## src/rtl/pipe_pkg.sv

```systemverilog
// Shared pipeline-stage definitions: skid FSM state encoding, per-stage
// control payload structs that callers pack into i_data, and a small helper
// mapping FSM state to the number of held entries.
package pipe_pkg;

  localparam int unsigned REG_AW = 5;
  localparam int unsigned XLEN   = 32;

  typedef enum logic [1:0] {
    PS_EMPTY = 2'd0,
    PS_ONE   = 2'd1,
    PS_TWO   = 2'd2
  } pipe_state_t;

  // Execute-stage control bundle
  typedef struct packed {
    logic [3:0] alu_op;
    logic       alu_src_imm;
    logic       is_branch;
    logic       is_jump;
  } ex_ctrl_t;

  // Memory-stage control bundle
  typedef struct packed {
    logic       mem_read;
    logic       mem_write;
    logic [2:0] mem_size;
  } mem_ctrl_t;

  // Writeback-stage control bundle
  typedef struct packed {
    logic              reg_write;
    logic              mem_to_reg;
    logic [REG_AW-1:0] rd;
  } wb_ctrl_t;

  // Entries held for a given state; any unknown encoding reads as empty
  function automatic logic [1:0] state_count(input pipe_state_t s);
    logic [1:0] cnt;
    cnt = 2'd0;
    case (s)
      PS_ONE:  cnt = 2'd1;
      PS_TWO:  cnt = 2'd2;
      default: cnt = 2'd0;
    endcase
    return cnt;
  endfunction

endpackage

```

## src/rtl/pipe_skid_buf.sv

```systemverilog
// Two-entry elastic buffer with registered o_ready.
// Entries: main (drives o_data) and skid (catches the word accepted in the
// cycle downstream stalls, since o_ready was already committed high).
// Ports:
//   i_clk, i_rst        clock, synchronous active-high reset
//   i_flush             kill all held entries
//   i_valid/o_ready     upstream handshake, i_data payload
//   o_valid/i_ready     downstream handshake, o_data payload
//   o_count             entries held (0..2)
module pipe_skid_buf
  import pipe_pkg::*;
#(
  parameter int unsigned WIDTH      = 32,
  parameter int unsigned CLEAR_DATA = 1
) (
  input  logic             i_clk,
  input  logic             i_rst,
  input  logic             i_flush,
  input  logic             i_valid,
  output logic             o_ready,
  input  logic [WIDTH-1:0] i_data,
  output logic             o_valid,
  input  logic             i_ready,
  output logic [WIDTH-1:0] o_data,
  output logic [1:0]       o_count
);

  pipe_state_t      state_q;
  pipe_state_t      state_d;
  logic             ready_q;
  logic [WIDTH-1:0] main_q;
  logic [WIDTH-1:0] skid_q;
  logic             in_fire;
  logic             out_fire;

  assign o_ready  = ready_q;
  assign o_data   = main_q;
  assign in_fire  = i_valid & ready_q;
  assign out_fire = o_valid & i_ready;

  // State register; o_ready is precomputed from the next state
  always_ff @(posedge i_clk) begin
    if (i_rst) begin
      state_q <= PS_EMPTY;
      ready_q <= 1'b1;
    end else begin
      state_q <= state_d;
      ready_q <= (state_d != PS_TWO);
    end
  end

  // Next-state logic; illegal encodings fall back to EMPTY
  always_comb begin
    state_d = state_q;
    if (i_flush) begin
      state_d = PS_EMPTY;
    end else begin
      case (state_q)
        PS_EMPTY: if (in_fire) state_d = PS_ONE;
        PS_ONE: begin
          if (in_fire && !out_fire)      state_d = PS_TWO;
          else if (out_fire && !in_fire) state_d = PS_EMPTY;
        end
        PS_TWO:   if (out_fire) state_d = PS_ONE;
        default:  state_d = PS_EMPTY;
      endcase
    end
  end

  // Output decode from the registered state
  always_comb begin
    o_valid = 1'b0;
    o_count = state_count(state_q);
    case (state_q)
      PS_ONE:  o_valid = 1'b1;
      PS_TWO:  o_valid = 1'b1;
      default: o_valid = 1'b0;
    endcase
  end

  // Entry datapath; main only changes when it is not presenting a stalled word
  always_ff @(posedge i_clk) begin
    if (i_rst || i_flush) begin
      if (CLEAR_DATA != 0) begin
        main_q <= '0;
        skid_q <= '0;
      end
    end else begin
      case (state_q)
        PS_EMPTY: if (in_fire) main_q <= i_data;
        PS_ONE: begin
          if (in_fire && out_fire) main_q <= i_data;
          else if (in_fire)        skid_q <= i_data;
        end
        PS_TWO:   if (out_fire) main_q <= skid_q;
        default:  ;
      endcase
    end
  end

endmodule

```

## src/rtl/pipe_stage_elastic.sv

```systemverilog
// Generic elastic pipeline-stage register with valid/ready handshake,
// flush, and optional two-entry skid that registers o_ready.
// Ports:
//   i_clk, i_rst        clock, synchronous active-high reset
//   i_flush             kill all held entries (redirect)
//   i_valid/o_ready     upstream handshake, i_data payload
//   o_valid/i_ready     downstream handshake, o_data payload
//   o_count             entries held
module pipe_stage_elastic
  import pipe_pkg::*;
#(
  parameter int unsigned WIDTH      = 32,
  parameter int unsigned SKID       = 0,
  parameter int unsigned CLEAR_DATA = 1
) (
  input  logic             i_clk,
  input  logic             i_rst,
  input  logic             i_flush,
  input  logic             i_valid,
  output logic             o_ready,
  input  logic [WIDTH-1:0] i_data,
  output logic             o_valid,
  input  logic             i_ready,
  output logic [WIDTH-1:0] o_data,
  output logic [1:0]       o_count
);

  generate
    if (SKID == 0) begin : g_single
      logic             valid_q;
      logic [WIDTH-1:0] data_q;
      logic             in_fire;

      // Ready passes through combinationally so a full stage can refill
      // in the same cycle it drains
      assign o_ready = ~valid_q | i_ready;
      assign in_fire = i_valid & o_ready;
      assign o_valid = valid_q;
      assign o_data  = data_q;
      assign o_count = {1'b0, valid_q};

      always_ff @(posedge i_clk) begin
        if (i_rst || i_flush) begin
          valid_q <= 1'b0;
          if (CLEAR_DATA != 0) data_q <= '0;
        end else if (in_fire) begin
          valid_q <= 1'b1;
          data_q  <= i_data;
        end else if (i_ready) begin
          // Drained without refill: data is left as-is
          valid_q <= 1'b0;
        end
      end
    end else begin : g_skid
      pipe_skid_buf #(
        .WIDTH      (WIDTH),
        .CLEAR_DATA (CLEAR_DATA)
      ) u_skid (
        .i_clk   (i_clk),
        .i_rst   (i_rst),
        .i_flush (i_flush),
        .i_valid (i_valid),
        .o_ready (o_ready),
        .i_data  (i_data),
        .o_valid (o_valid),
        .i_ready (i_ready),
        .o_data  (o_data),
        .o_count (o_count)
      );
    end
  endgenerate

endmodule

```

## config.mk

```make
export PLATFORM = sky130hd
export DESIGN_NAME = pipe_stage_elastic
export DESIGN_NICKNAME = d
export VERILOG_FILES = /design/src/rtl/pipe_pkg.sv /design/src/rtl/pipe_skid_buf.sv /design/src/rtl/pipe_stage_elastic.sv
export SDC_FILE = /design/constraint.sdc
export NUM_CORES = 1
export LEC_CHECK = 0
export BUFFER_PORTS_ARGS = -buffer_cell sky130_fd_sc_hd__clkbuf_2
export CORE_MARGIN = 2
export CORE_UTILIZATION = 40
export CTS_CLUSTER_SIZE = 28
export DETAILED_ROUTE_END_ITERATION = 8
export PLACE_DENSITY = 0.82
export SYNTH_ARGS = -nofsm -noshare
export SYNTH_HDL_FRONTEND = slang
export SYNTH_HIERARCHICAL = 1
export SYNTH_SLANG_ARGS = --single-unit
```

## constraint.sdc

```tcl
create_clock -name i_clk -period 1.25 [get_ports i_clk]
set_input_delay 0.25 -clock i_clk [delete_from_list [all_inputs] [get_ports i_clk]]
set_output_delay 0.25 -clock i_clk [all_outputs]
set_load 0.01 [all_outputs]
```

* Word level (Yosys, flattened, before mapping) *
Index checks and enable logic that the tools add are counted.

cells by class
  $add $sub $neg = 0
  multiply operators = 0
  divide/modulo/power cells = 0
  $lt $le $gt $ge = 0
  equal/unequal tests = 0
  shift-type cells = 0
  mux-type cells = 2
  bitwise logic cells = 3
  reduce and logical (&&, ||, !) cells = 2

operators by type and width
  cell                number
  two-way mux 1 bit   2
  nonzero test 2 bit  1
  bitwise AND 1 bit   1
  logical OR 1 bit    1
  inverter 1 bit      1
  bitwise OR 1 bit    1

word-level totals
  bits in registers = 33
  bits in latches = 0
  RAM bits = 0
  ROM bits = 0
  logic and storage cells = 9
  memories = 0

* Logic depth before layout (Yosys ltp) *
  word-level depth = 4
  gate-level depth with buffers = 5
  gate-level depth less buffers = 3

* Worst setup path before layout *
Ideal clock, no wire load.

  path kind = register to register
  start = register g_single.valid_q, in the netlist o_valid
  end = register g_single.data_q[6], in the netlist o_data[6]
  setup time = 0.067 ns
  arrival = 1.019 ns
  setup slack = 0.164 ns
  stages on the path, launching flop included = 6
  buffers on the path = 2
  cell sequence = dfxtp_1 > nand2b_4 > buf_6 > and2_4 > buf_6 > o21ai_2

between the ends
  longest elaborated chain between the ends = 3

RTL lines
  what                    RTL line                  source
  from (decl)             pipe_stage_elastic.sv:30  logic valid_q;
  from (signal assigned)  pipe_stage_elastic.sv:44  valid_q <= 1'b0;
  from (signal assigned)  pipe_stage_elastic.sv:47  valid_q <= 1'b1;
  from (signal assigned)  pipe_stage_elastic.sv:51  valid_q <= 1'b0;
  inverter 1 bit          pipe_stage_elastic.sv:36  assign o_ready = ~valid_q | i_ready;
  bitwise OR 1 bit        pipe_stage_elastic.sv:36
  bitwise AND 1 bit       pipe_stage_elastic.sv:37  assign in_fire = i_valid & o_ready;
  to (signal assigned)    pipe_stage_elastic.sv:48  data_q <= i_data;
  to (decl)               pipe_stage_elastic.sv:31  logic [WIDTH-1:0] data_q;

Every way passes these cells.
A chain may end at the register's enable or synchronous reset.

* Worst setup path in the final report *
  start = register g_single.valid_q, in the netlist o_valid
  end = output o_ready

between the ends
  longest elaborated chain between the ends = 2

RTL lines
  what              RTL line                  source
  inverter 1 bit    pipe_stage_elastic.sv:36
  bitwise OR 1 bit  pipe_stage_elastic.sv:36
  to (decl)         pipe_stage_elastic.sv:20  output logic o_ready,

Every way passes these cells.

==> results list <==
* Library cell with the largest summed area after synthesis: dfxtp_1
* Unrepaired setup endpoints after global routing: true
* Synth top area share: ~47%
- The max-slew violation count came to 0.
- Starting DRT DRC Count: approximately 110
- The number of global-route vias before repair is 1227.
- Largest cells by area after synthesis: dfxtp_1 47%, o21ai_2 14%, nand4_1 14%, nand2_1 8.6%, buf_6 3.2%
- Global routing used 16.9% of the available tracks.
- Using the TritonRoute via totals, the vias-per-cell ratio works out to 4.97.
* Number of primary I/O pins: 73
- CTS buffer count: 5
- Die area: 0.00399 mm²
* Area overhead of the layout relative to synthesis: 35.1%
- Sw frac: 25.3%
- Total placed cells including tap cells: 256
- Clock edge transition at the registers on the reported setup and hold paths: 0.10 ns
- Clock network fraction of total power: 32.5%
* Std-Cell Core Area: about 0.0033 mm²
- Grt ovf: 0
- Die outline height: approximately 63 µm
- Entering global routing, the biggest net connects 36 pins.
- Clock latency on the worst-skew pair: 0.32 ns
- Peak Freq: 0.805 GHz
- Per report_power, the combinational group accounts for ~14% of the total.
- Register bit total from synthesis: 33
- For this block, the via count after detailed routing is 1333.
- Gpl congestion: 0.720
- Counting distinct cell types in the post-synthesis netlist gives 16.
* Post-DR wirelength/cell: 12.1 µm
- The tool flagged a number of max-cap violations equal to 0.
- Leakage component of the power: ~0.84 nW
* Layout Skew: 0.00953 ns
* Mapped Avg Cell Area: 9.02 µm²
- By instance count, the leading cell after synthesis is dfxtp_1.
- After detailed routing, the number of remaining DRC violations is 0.
* Outcome: complete, no violations
- Number of synthesized flops with an enable pin: 0
- Global-route wire length before repair: 5310 µm
* Register-to-register setup slack: 0.08 ns
* Pint: 0.00154 W
- In this run the cell area of the synthesized design comes to about 0.0014 mm².
* Power Total: 0.00206 W
- Yosys Warn Count: 6
- In the synthesized netlist, the cells that appear most often are 33 x dfxtp_1, 32 x nand2_1, 32 x nand4_1.
* Peak VDD IR: 0.486 mV
- Setup violations remaining at the end of the flow were counted as 0.
* Post-Synthesis Net Count: roughly 190
- The routed design has between 3000 and 4000 µm of wire.
- Number of instances in the synthesized netlist: 155
* Final Hold Viols: 0
- Antenna-violating nets left: 0
- The pre-antenna-repair detailed-routing pass consisted of 4 iterations.
* Maximum clock insertion buffer count: 2
- Most used flip-flop cell after synthesis: dfxtp_1
- Worst-path fanout max: 3
* Clock sink total: 33
- Period Utilization, post-route: roughly 99%
- The initial utilization of the core area, before any placement, comes to a little over two fifths.
- Power Dens Cells: 1090 mW/mm²
- PortBufs: 71
* Critical path start-end classification: reg2out
- Number of diodes: 0
- In this run the worst hold path is classified as in2reg.
- HPWL after detailed placement: ~2100 µm
- Kind of start point of the critical path: register
* Sequential share of power: 53.7%
- CTS placed an instance of clkbuf_4 at the clock tree root.
* Number of buffers added to fix hold violations after cts: 0
- Net switching power: 0.000520 W
- TritonCTS built the clock tree.
- Cells with a size suffix above 1 make up between 50% and 60% of the layout.
* NumNets Final: 258
- Worst Path Required: 1.00 ns
- Die boundary width: 63.1 µm
- The worst path needs 1.24 ns of the cycle, external delays included.
- H-tree levels: 2
- The floorplan has 21 rows.
* Part of the Yosys area used for sequential elements: 47.2%
- Number of antenna violations at the first check in global routing: 0
* Worst setup EP type: output port
- At the worst endpoint, the arrival time is 0.99 ns.
* Filler Cells Inserted: 307
- Non-filler cells in the finished layout: 268
- Share of async-settable or async-resettable flops after synthesis: 0%
## sequential cells by signal, indices dropped and copies added (netlist names)
register,cells
o_data,32
o_valid,1
## cell families (layout without fill, tap and decap cells)
logic type | Yosys count | in the layout | synth area share [%]
other | 1 | 1 | 0.268
AND/OR/NAND/NOR | 67 | 67 | 24.8
flip-flops | 33 | 33 | 47.2
buffers and inverters | 21 | 88 | 9.57
AO/OA/AOI/OAI | 33 | 33 | 18.2
## worst max-delay path, stage by stage, from the launching register on
cell and delay [ns]:
dfxtp_2 0.36, nand2b_4 0.07, buf_12 0.12, buf_6 0.11
## cells in the final DEF (no fill, tap or decap)
cell	count
nand2b_4	1
and2_4	1
clkbuf_8	2
clkbuf_2	70
bufbuf_16	1
inv_1	1
clkbuf_4	5
nor2_4	1
nand2_1	32
o21ai_1	9
buf_4	4
conb_1	1
o21ai_2	23
dfxtp_1	32
buf_6	1
a21boi_0	1
nand4_1	32
dfxtp_2	1
clkinv_2	1
buf_12	3
## final cells by class
| cell class | count | area, µm² | share of cell area [%] |
|---|---|---|---|
| Timing Repair Buffer | 79 | 484 | 25.6 |
| Clock inverter | 1 | 5.00 | 0.265 |
| Multi-Input combinational cell | 101 | 612 | 32.4 |
| Tap cell | 46 | 57.6 | 3.05 |
| Inverter | 1 | 3.75 | 0.199 |
| Sequential cell | 33 | 662 | 35.0 |
| Clock buffer | 7 | 65.1 | 3.44 |
## routing by layer
layer  vias up  GRT usage (%)  wire length [µm]
met4         0           7.50                56
met3         7           5.54               207
li1        680              -                 -
met1       595           20.2              1520
met5         -              0                 0
met2        51           27.4              1460
## worst paths after layout
kind / from / endpoint / cells past startpoint
hold reg to reg: o_data[5] / o_data[5] / 2
hold / removal: i_data[27] / o_data[27] / 3
setup / recovery: o_valid / o_ready / 3
setup reg to reg: o_valid / o_data[31] / 3
## metrics by stage
step	TNS, ns	hold WS [ns]	worst slack [ns]	util, %	cell area [µm²]
4_1_cts	-0.0113	0.133	-0.0113	56.4	1880
3_5_place_dp	0	0.443	0.0264	52.3	1740
6_report	0	0.139	0.00826	56.6	1890
2_1_floorplan	0	0.393	0.164	-	1400
5_1_grt	-0.0561	0.117	-0.0561	56.6	1890
3_3_place_gp	0	0.436	0.0574	52.3	1740
## repair_timing
item / 4_1_cts / 5_1_grt
setup endpoints to repair: 1 / 3
resized for setup: 4 / 4
setup buffers: 3 / 0
cloned: 1 / 0
pin swaps: 0 / 1
## power groups by stage
stage | Combinational [W] | Sequential (W) | Clock, W
floorplan | 0.000147 | 0.00115 | 0
global placement | 0.000267 | 0.00113 | 0
detailed placement | 0.000268 | 0.00113 | 0
CTS | 0.000285 | 0.00111 | 0.000691
global route | 0.000310 | 0.00111 | 0.000750
finish | 0.000285 | 0.00111 | 0.000670
(Power assumes the default switching activity.)
